==> src/rtl/rshift_pkg.sv <==
// Shared definitions for the serial right shifter: FSM states and default sizes.
package rshift_pkg;

    localparam int RSHIFT_WIDTH   = 32;
    localparam int RSHIFT_SHAMT_W = 5;

    typedef enum logic [1:0] {
        IDLE  = 2'd0,
        SHIFT = 2'd1,
        DONE  = 2'd2
    } state_t;

endpackage

==> src/rtl/serial_rshifter.sv <==
// Serial right shifter: shifts the captured operand one bit per clock.
// Optional feature macro RSHIFT_ARITH_EN: when defined, arith=1 selects
// sign-fill; when undefined, the fill is always zero and arith is ignored.
module serial_rshifter
    import rshift_pkg::*;
#(
    parameter int WIDTH   = RSHIFT_WIDTH,
    parameter int SHAMT_W = RSHIFT_SHAMT_W
) (
    input  logic               clk,
    input  logic               rst,
    input  logic               start,
    input  logic               arith,
    input  logic [WIDTH-1:0]   In,
    input  logic [SHAMT_W-1:0] shamt,
    output logic [WIDTH-1:0]   Out,
    output logic               busy,
    output logic               done
);

`ifdef RSHIFT_ARITH_EN
    localparam logic ARITH_EN = 1'b1;
`else
    localparam logic ARITH_EN = 1'b0;
`endif

    localparam logic [SHAMT_W-1:0] CNT_ONE = {{(SHAMT_W-1){1'b0}}, 1'b1};

    state_t             state;
    state_t             stateNext;
    logic [SHAMT_W-1:0] cnt;
    logic               arithMode;
    logic               fillBit;

    // Bit shifted into the MSB: the current sign bit in arithmetic mode, else zero.
    assign fillBit = ARITH_EN & arithMode & Out[WIDTH-1];

    assign busy = (state != IDLE);
    assign done = (state == DONE);

    // State register.
    always_ff @(posedge clk) begin
        if (rst) begin
            state <= IDLE;
        end else begin
            state <= stateNext;
        end
    end

    // Next-state logic; a zero shift amount goes straight to DONE.
    always_comb begin
        stateNext = state;
        case (state)
            IDLE: begin
                if (start) begin
                    stateNext = (shamt != '0) ? SHIFT : DONE;
                end
            end
            SHIFT: begin
                if (cnt == CNT_ONE) begin
                    stateNext = DONE;
                end
            end
            DONE: begin
                stateNext = IDLE;
            end
            default: begin
                stateNext = IDLE;
            end
        endcase
    end

    // Operand capture, one-bit-per-cycle shift and remaining-shift counter.
    always_ff @(posedge clk) begin
        if (rst) begin
            Out       <= '0;
            cnt       <= '0;
            arithMode <= 1'b0;
        end else begin
            case (state)
                IDLE: begin
                    if (start) begin
                        Out       <= In;
                        cnt       <= shamt;
                        arithMode <= arith;
                    end
                end
                SHIFT: begin
                    Out <= {fillBit, Out[WIDTH-1:1]};
                    cnt <= cnt - CNT_ONE;
                end
                default: begin
                    Out <= Out;
                end
            endcase
        end
    end

endmodule

==> config.mk <==
export PLATFORM = sky130hd
export DESIGN_NAME = serial_rshifter
export DESIGN_NICKNAME = d
export VERILOG_FILES = /design/src/rtl/rshift_pkg.sv /design/src/rtl/serial_rshifter.sv
export SDC_FILE = /design/constraint.sdc
export NUM_CORES = 1
export LEC_CHECK = 0
export CAP_MARGIN = 20
export CORE_MARGIN = 2
export CORE_UTILIZATION = 30
export CTS_BUF_LIST = sky130_fd_sc_hd__clkbuf_16
export CTS_CLUSTER_DIAMETER = 100
export DETAILED_ROUTE_END_ITERATION = 8
export SLEW_MARGIN = 10
export SYNTH_ARGS = -nofsm -noshare
export SYNTH_HDL_FRONTEND = slang
export SYNTH_SLANG_ARGS = --single-unit
==> constraint.sdc <==
create_clock -name clk -period 2.6 [get_ports clk]
set_input_delay 0.65 -clock clk [delete_from_list [all_inputs] [get_ports clk]]
set_output_delay 0.65 -clock clk [all_outputs]
set_load 0.01 [all_outputs]
==> report_table.html <==
<table>
<tr><th>Metric</th><th>Value</th></tr>
<tr><th colspan="2">Synthesis</th></tr>
<tr><td>Most frequent cells after synthesis</td><td>sky130_fd_sc_hd__nand2_1 (65), sky130_fd_sc_hd__dfxtp_1 (39), sky130_fd_sc_hd__nor2_1 (34)</td></tr>
<tr><td>Cell type with the highest aggregate area in the netlist</td><td>sky130_fd_sc_hd__dfxtp_1</td></tr>
<tr><td>Synthesis-stage register bit count</td><td>39</td></tr>
<tr><td>Leading cell types by total area after synthesis</td><td>sky130_fd_sc_hd__dfxtp_1 (38%), sky130_fd_sc_hd__a311oi_2 (21%), sky130_fd_sc_hd__nand2_1 (12%)</td></tr>
<tr><td>Dominant register cell in the synthesized netlist</td><td>sky130_fd_sc_hd__dfxtp_1</td></tr>
<tr><td>Count of different cell masters after synthesis</td><td>36</td></tr>
<tr><td>Synth warnings</td><td>0</td></tr>
<tr><td>Synthesized netlist cell count</td><td>~230</td></tr>
<tr><td>Net count after synthesis</td><td>272</td></tr>
<tr><td>Syn Area/Cell</td><td>8.90 um^2</td></tr>
<tr><td>Async set-or-reset flop fraction in the synthesized netlist</td><td>0</td></tr>
<tr><td>Most frequent cell after synthesis</td><td>sky130_fd_sc_hd__nand2_1</td></tr>
<tr><td>Seq/Total Area, Yosys</td><td>0.383</td></tr>
<tr><td>Share of the synthesized area in the top cell type</td><td>0.383</td></tr>
<tr><td>EDFF count, synth</td><td>0</td></tr>
<tr><td>Post-synthesis instance area</td><td>a little over 2000 um^2</td></tr>
<tr><th colspan="2">Hold path</th></tr>
<tr><td>Worst min-delay path category</td><td>register to register</td></tr>
<tr><th colspan="2">Power</th></tr>
<tr><td>Switch share</td><td>0.388</td></tr>
<tr><td>Post-route total power</td><td>3.22 mW</td></tr>
<tr><td>Clock network fraction of design power</td><td>0.178</td></tr>
<tr><td>P_sw</td><td>~1.2 mW</td></tr>
<tr><td>Cell Int Power</td><td>1.97 mW</td></tr>
<tr><td>Power density relative to cell area</td><td>1100 nW/um^2</td></tr>
<tr><td>Maximum VDD drop</td><td>around 0.38 mV</td></tr>
<tr><td>Relative contribution of sequential cells to total power</td><td>0.312</td></tr>
<tr><td>Combinational group share of total power</td><td>0.510</td></tr>
<tr><td>Leakage power</td><td>about 1.1 nW</td></tr>
<tr><th colspan="2">STA</th></tr>
<tr><td>Relative slew slack</td><td>0.680</td></tr>
<tr><td>Hold violation total from the final report</td><td>0</td></tr>
<tr><td>Highest attainable clock frequency</td><td>between 400 and 500 MHz</td></tr>
<tr><td>Total of endpoints with negative setup slack in the final report</td><td>0</td></tr>
<tr><td>Final Worst Setup Slack</td><td>between 0.4 and 0.5 ns</td></tr>
<tr><td>Final number of max-transition violations</td><td>0</td></tr>
<tr><td>RSZ-0062 raised after global routing</td><td>no</td></tr>
<tr><td>Max Clock Skew</td><td>around 0.0032 ns</td></tr>
<tr><td>Fraction of the cycle the final worst path needs</td><td>0.833</td></tr>
<tr><td>Final Critical Period</td><td>~2.2 ns</td></tr>
<tr><td>Final-layout setup total negative slack</td><td>0 ns</td></tr>
<tr><td>Worst Tran Pin Value</td><td>approximately 0.48 ns</td></tr>
<tr><th colspan="2">Routing</th></tr>
<tr><td>First-pass iteration count of the detailed router</td><td>4</td></tr>
<tr><td>Top Metal Used</td><td>met4</td></tr>
<tr><td>Met3 WL post-DR</td><td>~240 um</td></tr>
<tr><td>Total via count after detailed routing</td><td>between 1.5k and 2k</td></tr>
<tr><td>M1 wire length</td><td>2280 um</td></tr>
<tr><td>Routed via count divided by cell count</td><td>between 4 and 5</td></tr>
<tr><td>DR WL met2</td><td>around 2300 um</td></tr>
<tr><td>Drt initial violations</td><td>50</td></tr>
<tr><td>DRC violation count after routing</td><td>0</td></tr>
<tr><td>Final wirelength</td><td>slightly below 5000 um</td></tr>
<tr><td>Routed wirelength normalized by instance count</td><td>between 10 and 15 um</td></tr>
<tr><td>Antenna-violating nets left</td><td>0</td></tr>
<tr><th colspan="2">CTS</th></tr>
<tr><td>Clock buffers created by TritonCTS</td><td>5</td></tr>
<tr><td>Clock H-tree levels</td><td>2</td></tr>
<tr><td>Quantity of gates resized following cts</td><td>0</td></tr>
<tr><td># Post-CTS Setup Buffers</td><td>0</td></tr>
<tr><td>Hold bufs inserted after CTS</td><td>0</td></tr>
<tr><td>Root buffer selected by CTS</td><td>sky130_fd_sc_hd__clkbuf_16</td></tr>
<tr><td>Clock transition at path regs</td><td>about 0.060 ns</td></tr>
<tr><td>Clock latency at the later pin of the worst-skew pair</td><td>about 0.27 ns</td></tr>
<tr><td>Clk sinks</td><td>39</td></tr>
<tr><td>CTS tree</td><td>yes</td></tr>
<tr><td>Clock tree buffer depth</td><td>2</td></tr>
<tr><th colspan="2">GRT</th></tr>
<tr><td>Pin count of the biggest net entering global routing</td><td>37</td></tr>
<tr><td>Global-route total usage across every layer</td><td>0.136</td></tr>
<tr><td>Antenna violations before repair</td><td>0</td></tr>
<tr><td>GRT overflow</td><td>0</td></tr>
<tr><td>Vias in the first global route</td><td>1755</td></tr>
<tr><td>First-pass GRT wire length</td><td>8210 um</td></tr>
<tr><th colspan="2">Outcome</th></tr>
<tr><td>Status</td><td>completed</td></tr>
<tr><th colspan="2">Place</th></tr>
<tr><td>Placed Cells</td><td>roughly 370</td></tr>
<tr><td>Quantity of I/O buffers inserted on ports</td><td>73</td></tr>
<tr><td>Detailed-placement wirelength estimate</td><td>3490 um</td></tr>
<tr><td>Post-place setup slack</td><td>0.396 ns</td></tr>
<tr><td>Placer Congestion</td><td>about 0.84</td></tr>
<tr><th colspan="2">Die</th></tr>
<tr><td>Die boundary height</td><td>between 80 and 90 um</td></tr>
<tr><td>Total I/O pin count</td><td>75</td></tr>
<tr><td>Overall die area</td><td>~7500 um^2</td></tr>
<tr><td>Number of rows created at floorplan</td><td>30</td></tr>
<tr><td>Standard cell core area</td><td>6680 um^2</td></tr>
<tr><td>Initial cell density of the core</td><td>0.305</td></tr>
<tr><td>Chip width</td><td>around 86 um</td></tr>
<tr><th colspan="2">Final layout</th></tr>
<tr><td>Final net count</td><td>~340</td></tr>
<tr><td>Layout cell share with drive strength beyond 1</td><td>0.155</td></tr>
<tr><td>Finished Layout Cells</td><td>around 380</td></tr>
<tr><td>Layout overhead on the synthesized area</td><td>43.6%</td></tr>
<tr><td>Diode insertion count for antenna repair</td><td>0</td></tr>
<tr><th colspan="2">Setup path</th></tr>
<tr><td>Class of the most critical setup path</td><td>register to primary output</td></tr>
<tr><td>Worst reg-to-reg setup slack</td><td>slightly below 0.9 ns</td></tr>
<tr><td>Category of the worst setup path capture point</td><td>primary output</td></tr>
<tr><td>Worst-path fanout max</td><td>13</td></tr>
<tr><td>Nature of the critical path startpoint</td><td>register</td></tr>
<tr><td>Crit path required time</td><td>approximately 2.0 ns</td></tr>
<tr><td>Data arrival time of the critical path</td><td>1.52 ns</td></tr>
<tr><th colspan="2">Flow run</th></tr>
<tr><td>Max Cap Viol</td><td>0</td></tr>
</table>
[placed cells by master, fill, tap and decap left out, types with 2 or more instances in the layout]
| master | Yosys | layout |
|---|---|---|
| sky130_fd_sc_hd__a311oi_1 | 2 | 2 |
| sky130_fd_sc_hd__nand2_1 | 65 | 65 |
| sky130_fd_sc_hd__inv_1 | 4 | 6 |
| sky130_fd_sc_hd__buf_4 | 9 | 5 |
| sky130_fd_sc_hd__nor3_1 | 3 | 3 |
| sky130_fd_sc_hd__o21bai_1 | 2 | 2 |
| sky130_fd_sc_hd__dfxtp_1 | 39 | 39 |
| sky130_fd_sc_hd__clkdlybuf4s50_1 | 0 | 72 |
| sky130_fd_sc_hd__nand2b_1 | 2 | 2 |
| sky130_fd_sc_hd__clkbuf_16 | 0 | 5 |
| sky130_fd_sc_hd__buf_12 | 0 | 2 |
| sky130_fd_sc_hd__a211oi_1 | 2 | 2 |
| sky130_fd_sc_hd__a311oi_2 | 29 | 29 |
| sky130_fd_sc_hd__nor2_1 | 34 | 34 |
| sky130_fd_sc_hd__a21oi_1 | 3 | 3 |
| sky130_fd_sc_hd__ha_1 | 2 | 2 |
| sky130_fd_sc_hd__nor3b_1 | 2 | 2 |
[area by class of cell]
| class | count | area (um^2) |
|---|---|---|
| Fill cell | 692 | 3750 |
| Multi-Input combinational cell | 165 | 1090 |
| Timing Repair Buffer | 80 | 803 |
| Sequential cell | 39 | 781 |
| Clock buffer | 5 | 125 |
| Tap cell | 80 | 100 |
| Inverter | 4 | 15.0 |
| Clock inverter | 3 | 12.5 |
[sequential cells by signal (all words and copies together) (netlist names)]
| register | count |
|---|---|
| Out | 32 |
| cnt | 5 |
| state | 2 |
[per-stage QoR]
stage               hold WS (ns)  utilization  cell area, um^2
floorplan                  0.445            -             2040
global placement           0.466        0.417             2790
detailed placement         0.468        0.417             2790
CTS                        0.475        0.438             2930
global route               0.491        0.438             2930
finish                     0.480        0.438             2930
[per-layer routing]
layer  up-vias  GRT usage
met5         -          0
met4         0     0.0455
met3         2     0.0267
met2        48      0.225
met1       856      0.176
li1        937          -
[worst max-delay path, stage by stage (launching register included)]
cell and delay, ns:
sky130_fd_sc_hd__dfxtp_1 0.54, sky130_fd_sc_hd__or2_2 0.18, sky130_fd_sc_hd__clkdlybuf4s50_1 0.53
[kinds of logic after synthesis]
group | synth area share
simple gates | 0.233
flops | 0.383
compound gates | 0.289
buf+inv | 0.0835
fa+ha+maj | 0.0123
[path summary, 6_finish.rpt]
kind,from,end,cells after the start
max,state[0]$_SDFFE_PP0P_,busy,2
max reg2reg,state[0]$_SDFFE_PP0P_,Out[6]$_SDFFE_PP0P_,4
min reg2reg,cnt[1]$_SDFFE_PP0P_,cnt[1]$_SDFFE_PP0P_,2
min,cnt[1]$_SDFFE_PP0P_,cnt[1]$_SDFFE_PP0P_,2
[power groups by stage]
| stage | clock network [mW] | registers, mW | logic [mW] |
|---|---|---|---|
| final | 0.572 | 1.01 | 1.64 |
| after global routing | 0.616 | 1.04 | 1.80 |
| after CTS | 0.592 | 1.01 | 1.67 |
| after detailed placement | 0 | 1.02 | 1.66 |
| after global placement | 0 | 1.02 | 1.64 |
| after floorplan | 0 | 1.05 | 1.08 |
Power figures use the tool's default switching activity.
